--- config.mk ---
export PLATFORM = sky130hd
export DESIGN_NAME = dmem_arbiter
export DESIGN_NICKNAME = d
export VERILOG_FILES = /design/src/rtl/dmem_pkg.sv /design/src/rtl/dmem_arbiter_rr_arb2.sv /design/src/rtl/dmem_arbiter.sv
export SDC_FILE = /design/constraint.sdc
export NUM_CORES = 1
export LEC_CHECK = 0
export ABC_AREA = 0
export CAP_MARGIN = 20
export CORE_UTILIZATION = 40
export CTS_CLUSTER_DIAMETER = 60
export DETAILED_ROUTE_END_ITERATION = 6
export PLACE_DENSITY = 0.76
export SLEW_MARGIN = 20
export SYNTH_ARGS = -nofsm -noshare
export SYNTH_HDL_FRONTEND = slang
export SYNTH_HIERARCHICAL = 1
export SYNTH_SLANG_ARGS = --single-unit
--- constraint.sdc ---
create_clock -name clock -period 6.2 [get_ports clock]
set_input_delay 1.55 -clock clock [delete_from_list [all_inputs] [get_ports clock]]
set_output_delay 1.55 -clock clock [all_outputs]
set_load 0.01 [all_outputs]
--- src/rtl/dmem_pkg.sv ---
// dmem_pkg: shared types and constants for the data-port arbiter.
//   state_e       - arbiter FSM states
//   SZ_B/H/W      - access size encodings (2'b11 is treated as a word)
//   GNT_CORE/LDR  - grant ids (also the bit index in the arbiter vectors)
package dmem_pkg;

    typedef enum logic [1:0] {
        IDLE = 2'd0,
        RD   = 2'd1,
        RMW  = 2'd2
    } state_e;

    localparam logic [1:0] SZ_B = 2'b00;
    localparam logic [1:0] SZ_H = 2'b01;
    localparam logic [1:0] SZ_W = 2'b10;

    localparam logic GNT_CORE = 1'b0;
    localparam logic GNT_LDR  = 1'b1;

endpackage

--- src/rtl/dmem_arbiter_rr_arb2.sv ---
// rr_arb2: two-input round-robin arbiter.
//   clock, reset_n - clock and asynchronous active-low reset
//   req[1:0]       - requests (bit 0 core, bit 1 loader)
//   advance        - a grant is being consumed this cycle; update history
//   gnt[1:0]       - one-hot grant (all zero when nobody asks)
module rr_arb2
    import dmem_pkg::*;
(
    input  logic       clock,
    input  logic       reset_n,
    input  logic [1:0] req,
    input  logic       advance,
    output logic [1:0] gnt
);

    // Id of the requester granted most recently; starts at loader so the core wins the first tie.
    logic last_r;

    // Grant selection: a lone requester wins, a tie goes to whoever was not granted last.
    always_comb begin
        gnt = 2'b00;
        if (req == 2'b11) begin
            if (last_r == GNT_LDR) begin
                gnt = 2'b01;
            end else begin
                gnt = 2'b10;
            end
        end else begin
            gnt = req;
        end
    end

    // Grant history register.
    always_ff @(posedge clock or negedge reset_n) begin
        if (!reset_n) begin
            last_r <= GNT_LDR;
        end else if (advance && (req != 2'b00)) begin
            last_r <= gnt[1];
        end else begin
            last_r <= last_r;
        end
    end

endmodule

--- src/rtl/dmem_arbiter.sv ---
// dmem_arbiter: shares the RAM data port between the core LSU (c_*) and the
// program loader (l_*). Word writes complete in the accept cycle; reads return
// data one cycle later; byte/half stores become a read then a merged write.
//   clock, reset_n        - clock, asynchronous active-low reset
//   c_req/we/size/addr/wdata, c_ready, c_rvalid, c_rdata - core port (byte address)
//   l_req/we/addr/wdata,  l_ready, l_rvalid, l_rdata     - loader port (word address)
//   mem_we/addr/wdata, mem_rdata - RAM data port (read data registered in the RAM)
//   busy                  - FSM is not in IDLE
module dmem_arbiter
    import dmem_pkg::*;
#(
    parameter  int DEPTH = 1024,
    localparam int AW    = $clog2(DEPTH)
) (
    input  logic          clock,
    input  logic          reset_n,
    input  logic          c_req,
    input  logic          c_we,
    input  logic [1:0]    c_size,
    input  logic [AW+1:0] c_addr,
    input  logic [31:0]   c_wdata,
    output logic          c_ready,
    output logic          c_rvalid,
    output logic [31:0]   c_rdata,
    input  logic          l_req,
    input  logic          l_we,
    input  logic [AW-1:0] l_addr,
    input  logic [31:0]   l_wdata,
    output logic          l_ready,
    output logic          l_rvalid,
    output logic [31:0]   l_rdata,
    output logic          mem_we,
    output logic [AW-1:0] mem_addr,
    output logic [31:0]   mem_wdata,
    input  logic [31:0]   mem_rdata,
    output logic          busy
);

    // Insert right-aligned store data into the selected lane of the old word.
    function automatic logic [31:0] merge_lane(input logic [31:0] old_w,
                                               input logic [31:0] new_d,
                                               input logic [1:0]  size,
                                               input logic [1:0]  off);
        logic [31:0] r;
        r = old_w;
        case (size)
            SZ_B: begin
                case (off)
                    2'd0:    r[7:0]   = new_d[7:0];
                    2'd1:    r[15:8]  = new_d[7:0];
                    2'd2:    r[23:16] = new_d[7:0];
                    2'd3:    r[31:24] = new_d[7:0];
                    default: r        = old_w;
                endcase
            end
            SZ_H: begin
                // Only off[1] picks the half; off[0] is ignored (no misalignment trap).
                if (off[1]) begin
                    r[31:16] = new_d[15:0];
                end else begin
                    r[15:0]  = new_d[15:0];
                end
            end
            default: r = new_d;
        endcase
        return r;
    endfunction

    state_e        state_r, state_nxt_s;
    logic [1:0]    gnt_s;
    logic          idle_s, accept_s, win_ldr_s;
    logic          req_we_s, req_word_s;
    logic [1:0]    req_size_s, req_off_s;
    logic [AW-1:0] req_addr_s;
    logic [31:0]   req_wdata_s;
    logic          gnt_r, we_r;
    logic [1:0]    size_r, off_r;
    logic [AW-1:0] addr_r;
    logic [31:0]   wdata_r, c_rdata_r, l_rdata_r;

    assign idle_s    = (state_r == IDLE);
    // reset_n gating keeps ready/mem_we low for the whole reset, not just after the state clears.
    assign accept_s  = reset_n & idle_s & (gnt_s != 2'b00);
    assign win_ldr_s = gnt_s[1];
    assign busy      = ~idle_s;

    rr_arb2 u_arb (
        .clock   (clock),
        .reset_n (reset_n),
        .req     ({l_req, c_req}),
        .advance (idle_s),
        .gnt     (gnt_s)
    );

    // Winner's request fields; the loader is always a word access at offset 0.
    always_comb begin
        req_we_s    = c_we;
        req_size_s  = c_size;
        req_addr_s  = c_addr[AW+1:2];
        req_off_s   = c_addr[1:0];
        req_wdata_s = c_wdata;
        if (win_ldr_s) begin
            req_we_s    = l_we;
            req_size_s  = SZ_W;
            req_addr_s  = l_addr;
            req_off_s   = 2'b00;
            req_wdata_s = l_wdata;
        end else begin
            req_we_s    = c_we;
        end
        req_word_s = (req_size_s != SZ_B) && (req_size_s != SZ_H);
    end

    // State register.
    always_ff @(posedge clock or negedge reset_n) begin
        if (!reset_n) begin
            state_r <= IDLE;
        end else begin
            state_r <= state_nxt_s;
        end
    end

    // Next state and RAM/handshake outputs.
    always_comb begin
        state_nxt_s = state_r;
        mem_we      = 1'b0;
        mem_addr    = addr_r;
        mem_wdata   = wdata_r;
        c_ready     = 1'b0;
        l_ready     = 1'b0;
        c_rvalid    = 1'b0;
        l_rvalid    = 1'b0;
        case (state_r)
            IDLE: begin
                if (accept_s) begin
                    c_ready   = ~win_ldr_s;
                    l_ready   = win_ldr_s;
                    mem_addr  = req_addr_s;
                    mem_wdata = req_wdata_s;
                    if (!req_we_s) begin
                        state_nxt_s = RD;
                    end else if (req_word_s) begin
                        mem_we      = 1'b1;
                        state_nxt_s = IDLE;
                    end else begin
                        state_nxt_s = RMW;
                    end
                end else begin
                    state_nxt_s = IDLE;
                end
            end
            RD: begin
                c_rvalid    = (gnt_r == GNT_CORE);
                l_rvalid    = (gnt_r == GNT_LDR);
                state_nxt_s = IDLE;
            end
            RMW: begin
                mem_we      = we_r;
                mem_wdata   = merge_lane(mem_rdata, wdata_r, size_r, off_r);
                state_nxt_s = IDLE;
            end
            default: begin
                state_nxt_s = IDLE;
            end
        endcase
    end

    // Capture the accepted request.
    always_ff @(posedge clock or negedge reset_n) begin
        if (!reset_n) begin
            gnt_r   <= GNT_CORE;
            we_r    <= 1'b0;
            size_r  <= 2'b00;
            off_r   <= 2'b00;
            addr_r  <= '0;
            wdata_r <= 32'h0000_0000;
        end else if (accept_s) begin
            gnt_r   <= win_ldr_s;
            we_r    <= req_we_s;
            size_r  <= req_size_s;
            off_r   <= req_off_s;
            addr_r  <= req_addr_s;
            wdata_r <= req_wdata_s;
        end else begin
            gnt_r   <= gnt_r;
            we_r    <= we_r;
            size_r  <= size_r;
            off_r   <= off_r;
            addr_r  <= addr_r;
            wdata_r <= wdata_r;
        end
    end

    // Read-data hold registers so rdata keeps its last value between pulses.
    always_ff @(posedge clock or negedge reset_n) begin
        if (!reset_n) begin
            c_rdata_r <= 32'h0000_0000;
            l_rdata_r <= 32'h0000_0000;
        end else begin
            c_rdata_r <= c_rvalid ? mem_rdata : c_rdata_r;
            l_rdata_r <= l_rvalid ? mem_rdata : l_rdata_r;
        end
    end

    // Read data is passed straight through during the valid pulse.
    always_comb begin
        if (c_rvalid) begin
            c_rdata = mem_rdata;
        end else begin
            c_rdata = c_rdata_r;
        end
        if (l_rvalid) begin
            l_rdata = mem_rdata;
        end else begin
            l_rdata = l_rdata_r;
        end
    end

endmodule

==> results_dict.tcl <==
set metrics [dict create \
    status "completed" \
    dr_total_vias 5346 \
    critical_path_class "in2out" \
    syn_avg_cell_area_um2 10.4 \
    diodes 0 \
    antenna_found_initial 0 \
    synthCells 555 \
    skew_ns 0.00425 \
    htreeDepth 4 \
    avgRoutedWirePerCell_um 19.7 \
    cts_hold_buf 0 \
    cts_num_sinks 115 \
    synth_compound_area_frac 0.171 \
    path_buf_inv 3 \
    yosysUniqueCellTypes 49 \
    synth-adder-area-share 0 \
    die_area_um2 14900 \
    cts_tree "yes" \
    post_cts_buffers 0 \
    drt_iter0_drc 387 \
    clockRootBuffer "clkbuf_16" \
    r2r_setup_slack_ns 3.87 \
    critical_path.max_stage_delay_ns 0.57 \
    clk_pin_slew_ns 0.05 \
    place_congestion 0.798 \
    cp_common_cell "clkdlybuf4s50_1" \
    p_leak_nw 4.00 \
    synth_top_family_by_area "compound AO/OA/AOI/OAI gates" \
    path_cells "clkdlybuf4s50_1 > a21boi_4 > buf_4 > mux2i_1 > o21ai_0 > a221o_1 > clkdlybuf4s50_1" \
    synth_top_area_share 0.495 \
    post-route-period-util 0.907 \
    setup_viol 0 \
    io_pins 238 \
    max-vdd-ir-drop_mv 0.258 \
    synthTopCellsByArea "dfrtp_1, nand2_1, mux2_2, mux2i_1, a221o_1" \
    grt_pass1_vias 5363 \
    grt_max_degree 72 \
    die_x_um 122 \
    synth.area.mux_share 0.153 \
    dr.pass1.iters 6 \
    num_rows 43 \
    hp-class "reg2reg" \
    yosysWarnings 6 \
    final.min_clock_period_ns 5.63 \
    clock_latency_ns 0.41 \
    grt-ovfl-total 0 \
    postPlaceCellArea_um2 8280 \
    start_util 0.412 \
    synth_nets 681 \
    route.detailed.drc 0 \
    cts_resized 0 \
    ant_nets 0 \
    die_height_um 122 \
    cts_made_buffers 17 \
    drive_gt1_frac 0.126 \
    p_total_mw 3.90 \
    endpoint_kind "output pin" \
    maxCapViolations 0 \
    ys.flop_type "dfrtp_1" \
    hpwlAfterDp_um 14200 \
    final_area_um2 8910 \
    routed_wl_um 19300 \
    cts_buffer_depth 2 \
    tns_ns 0 \
    timing.fmax_ghz 0.178 \
    cp-start-kind "input port" \
    async_reset_ff_frac 1.00 \
    synth.yosys.seq_area_share 0.500 \
    critPathTopFamily "buffers and inverters" \
    hold_violations 0 \
    io_buffers 237 \
    critPathRequiredTime_ns 4.65 \
    cp_slowest_cell "buf_4" \
    core_area_um2 14000 \
    synthXorXnorAreaFrac 0 \
    slew_headroom 0.337 \
    vias_per_cell 5.46 \
    syn_area_um2 5760 \
    nets 913 \
    cp_max_fo 39 \
    grt_usage 0.269 \
    synth_seq_cells 115 \
    critPathArrivalTime_ns 4.08 \
    yosysTopAreaCell "dfrtp_1" \
    area_delta_synth_final_pct 54.7 \
    rsz0062_at_grt "false" \
    yosys.area_share.simple 0.135 \
    synth-edff-count 0 \
    drv_slew 0 \
    power_per_cell_area_nw_per_um2 437 \
    grt_first_pass_wirelength_um 29600 \
    worst_slew_pin_slew_ns 0.994 \
]
==> state kept, by name, indices dropped and copies added (netlist names) <==
name          cells
we_r              1
addr_r           10
l_rdata_r        32
off_r             2
wdata_r          32
size_r            2
c_rdata_r        32
u_arb/last_r      1
gnt_r             1
state_r           2
==> power breakdown <==
group          leakage (nW)  internal (mW)  switching, mW  total (mW)
combinational          2.28          0.899          0.719        1.62
clock                 0.316          0.711          0.341        1.05
sequential             1.40           1.06          0.169        1.23
total                  4.00           2.67           1.23        3.90
==> cell usage in the layout, fill, tap and decap left out, types with 2 or more instances in the layout <==
cell / count
a32o_1: 2
dfrtp_1: 114
nor2_1: 28
inv_1: 4
nor2_4: 2
nand3b_1: 5
bufinv_16: 4
clkdlybuf4s50_1: 236
nand3_1: 7
a211o_1: 9
nand2_1: 124
a21o_1: 24
a21oi_1: 11
a221o_1: 21
o21ai_0: 39
clkbuf_8: 4
o21a_1: 2
o221ai_1: 6
mux2i_1: 43
buf_4: 11
mux2_2: 40
o22ai_1: 7
o211ai_1: 2
nor3b_2: 2
clkbuf_16: 17
and3_1: 2
clkinv_2: 5
==> area by class of cell <==
class                   instances  area (um2)
fillers                      1128        5070
inverters                       6        22.5
flip-flops and latches        115        2880
clock inverters                10         153
well taps                     180         225
repair buffers                249        2480
multi-input cells             398        2670
clock buffers                  22         484
==> worst min-delay path: stages, from the launching register on <==
cell and delay (ns):
dfrtp_1 0.32, nand2_1 0.04, nand2_1 0.07
==> synthesized netlist by cell type (2+ instances only) <==
cell and count:
nand3b_1 5, o21ai_0 39, a21oi_1 11, a211o_1 9, and3_1 2, buf_2 17, a32o_1 2, nor3b_2 2
inv_1 4, nor2_1 28, buf_6 8, a21o_1 24, o211ai_1 2, buf_1 2, nand3_1 7, o221ai_1 6
nand2_2 2, dfrtp_1 114, a221o_1 21, nor2_4 2, o22ai_1 7, o21a_1 2, mux2_2 40, clkbuf_1 9
nand2_1 124, mux2i_1 43
==> through the flow <==
stage,hold slack [ns],utilization,instances,setup WS (ns)
floorplan,0.439,-,555,1.74
global placement,0.452,0.591,947,0.644
detailed placement,0.458,0.592,948,0.566
CTS,0.475,0.637,980,0.565
global route,0.481,0.637,980,0.446
finish,0.469,0.637,980,0.574
==> logic make-up after synthesis <==
group                  after synthesis
AOI/OAI and AO/OA                  136
buffers and inverters               42
DFF                                115
muxes                               83
and+or+nand+nor                    179
==> final timing paths <==
path,startpoint,to,cells past startpoint
min reg2reg,l_rdata_r[26]$_DFF_PN0_,l_rdata_r[26]$_DFF_PN0_,2
max,l_req,mem_wdata[15],7
max in group asynchronous,reset_n,wdata_r[9]$_DFF_PN0_,2
min in group asynchronous,reset_n,wdata_r[29]$_DFF_PN0_,1
min,l_rdata_r[26]$_DFF_PN0_,l_rdata_r[26]$_DFF_PN0_,2
max reg2reg,state_r[1]$_DFF_PN0_,c_rdata_r[13]$_DFF_PN0_,3
==> per-layer routing <==
metal | part of all wire | up-vias | global-route usage | routed length (um)
met2 | 0.50 | 246 | 0.448 | 9610
li1 | - | 2450 | - | -
met3 | 0.070 | 33 | 0.0721 | 1340
met5 | 0 | - | 0 | 0
met1 | 0.40 | 2617 | 0.325 | 7770
met4 | 0.030 | 0 | 0.114 | 571
(Power assumes the default switching activity.)
==> variant (same flow settings) <==
Re-encode `state_e` (3 states) as one-hot, 3 bits wide.
--- a/src/rtl/dmem_pkg.sv
+++ b/src/rtl/dmem_pkg.sv
@@ -4,10 +4,10 @@
 //   GNT_CORE/LDR  - grant ids (also the bit index in the arbiter vectors)
 package dmem_pkg;
 
-    typedef enum logic [1:0] {
-        IDLE = 2'd0,
-        RD   = 2'd1,
-        RMW  = 2'd2
+    typedef enum logic [2:0] {
+        IDLE = 3'b001,
+        RD   = 3'b010,
+        RMW  = 3'b100
     } state_e;
 
     localparam logic [1:0] SZ_B = 2'b00;
Check against the original RTL: no difference found for any inputs over 4 cycles, from zero or initial values and one cycle with reset_n low; so few cycles prove little.
==> variant against the original RTL <==
Setup slack better by 0.11 ns; power is 5.1% higher; count of clock-buffer cells in the layout decreased by 3; synthesized cell count fell by 10%; sequential cell count rose by 1; global-route usage shrank 2.2 points; design area rose by 0.72%; synthesized area increased by 0.67%; wire length shrank 6.7%; clock skew is 0.0014 ns higher; highest routed layer unchanged.
==> variant: results (changes against the original RTL) <==
RR Startpoint=state_r[0]; Worst IR Drop VDD=0.0002332 V (-9.7%); mux cell area share after synthesis=23.99% (+8.7 points); fillers=1,139 (+0.98%); Syn Nets=624 (-8.4%); Detailed Place HPWL=13,290 um (-6.4%); count of cell types in the netlist=37 (-24%); CP max stage delay=0.52 ns (-0.05 ns); largest cells by area after synthesis=dfrtp_1 (49%), mux2i_1 (10%), mux2_1 (7.6%); path depth of the worst reg2reg path=5 (+2); hold crit path type=flip-flop to flip-flop; mean number of vias per cell=5.311 (-2.6%); R2R setup slack=4.08 ns (+0.21 ns); largest net degree at the start of global routing=66 (-8.3%); LEAKAGE=4.128 nW (+3.3%); Hold WS=0.4783 ns (+0.009027 ns); first-pass iteration count of the detailed router=4 (-2); worst r2r dst=we_r; Bufs on Longest Clock Path=2 (unchanged); met2 global-route usage=41.36% (-3.5 points); GRT Total Usage=24.61% (-2.2 points); cell at the slowest stage of the critical path=clkdlybuf4s50_1; Synth Area in Compound Gates=15.75% (-1.3 points); Hold Path Sink=addr_r[4]; clock skew=0.005654 ns (+0.001404 ns); HP Start=addr_r[4]; first-pass GRT wire length=27,320 um (-7.8%); DRT met1 WL=7561 um (-2.7%); DR WL met3=1012 um (-25%); status=finished, final reports clean; Nets=858 (-6.0%); Yosys reg bits=116 (+0.87%); final worst slack=0.6872 ns (+0.1136 ns); worst slew pin tran=0.8286 ns (-0.1653 ns); placed instance count=893 (-5.8%); Synth Area per Inst=11.65 um2 (+12%); vias=4,907 (-8.2%); share of cells above drive strength 1=11.56% (-1.1 points); CP max FO=45 (+15%); commonest cells in the netlist=dfrtp_1 (114), mux2i_1 (58), mux2_1 (39), nor2_1 (39); DR WL/cell=19.49 um (-1.0%); CTS root buf=clkbuf_16; DR WL met2=8978 um (-6.6%); vias in the first global route=5,107 (-4.8%); initial DRC count=254 (-34%); sequential share of the synthesized area=50.09% (+0.12 points); M3 GR Usage=6.645% (-0.56 points)
variant: area by class of cell:
class | count | area (um2) | area share (%)
flip-flops and latches | 116 | 2905 | 32.36
clock buffers | 19 | 442.9 | 4.933
well taps | 180 | 225.2 | 2.508
clock inverters | 12 | 137.6 | 1.533
multi-input cells | 344 | 2776 | 30.92
repair buffers | 250 | 2480 | 27.62
inverters | 3 | 11.26 | 0.1254
variant: how the worst max path moves through the flow:
stage                     start             to  slack [ns]
after floorplan           l_req  mem_wdata[10]        1.65
after global placement    c_req  mem_wdata[26]        0.76
after detailed placement  c_req  mem_wdata[12]        0.69
after CTS                 c_req  mem_wdata[21]        0.67
after global routing      l_req  mem_wdata[13]        0.58
final                     c_req  mem_wdata[12]        0.69
variant: tightest hold or removal path, stage by stage, from the launching register on:
cell and delay (ns):
dfrtp_1 0.32, nand2_1 0.06, o21ai_1 0.06
variant: where the power goes:
group	internal, mW	switching [mW]
clock network	0.632	0.334
logic	1.04	0.766
registers	1.09	0.233
total	2.77	1.33
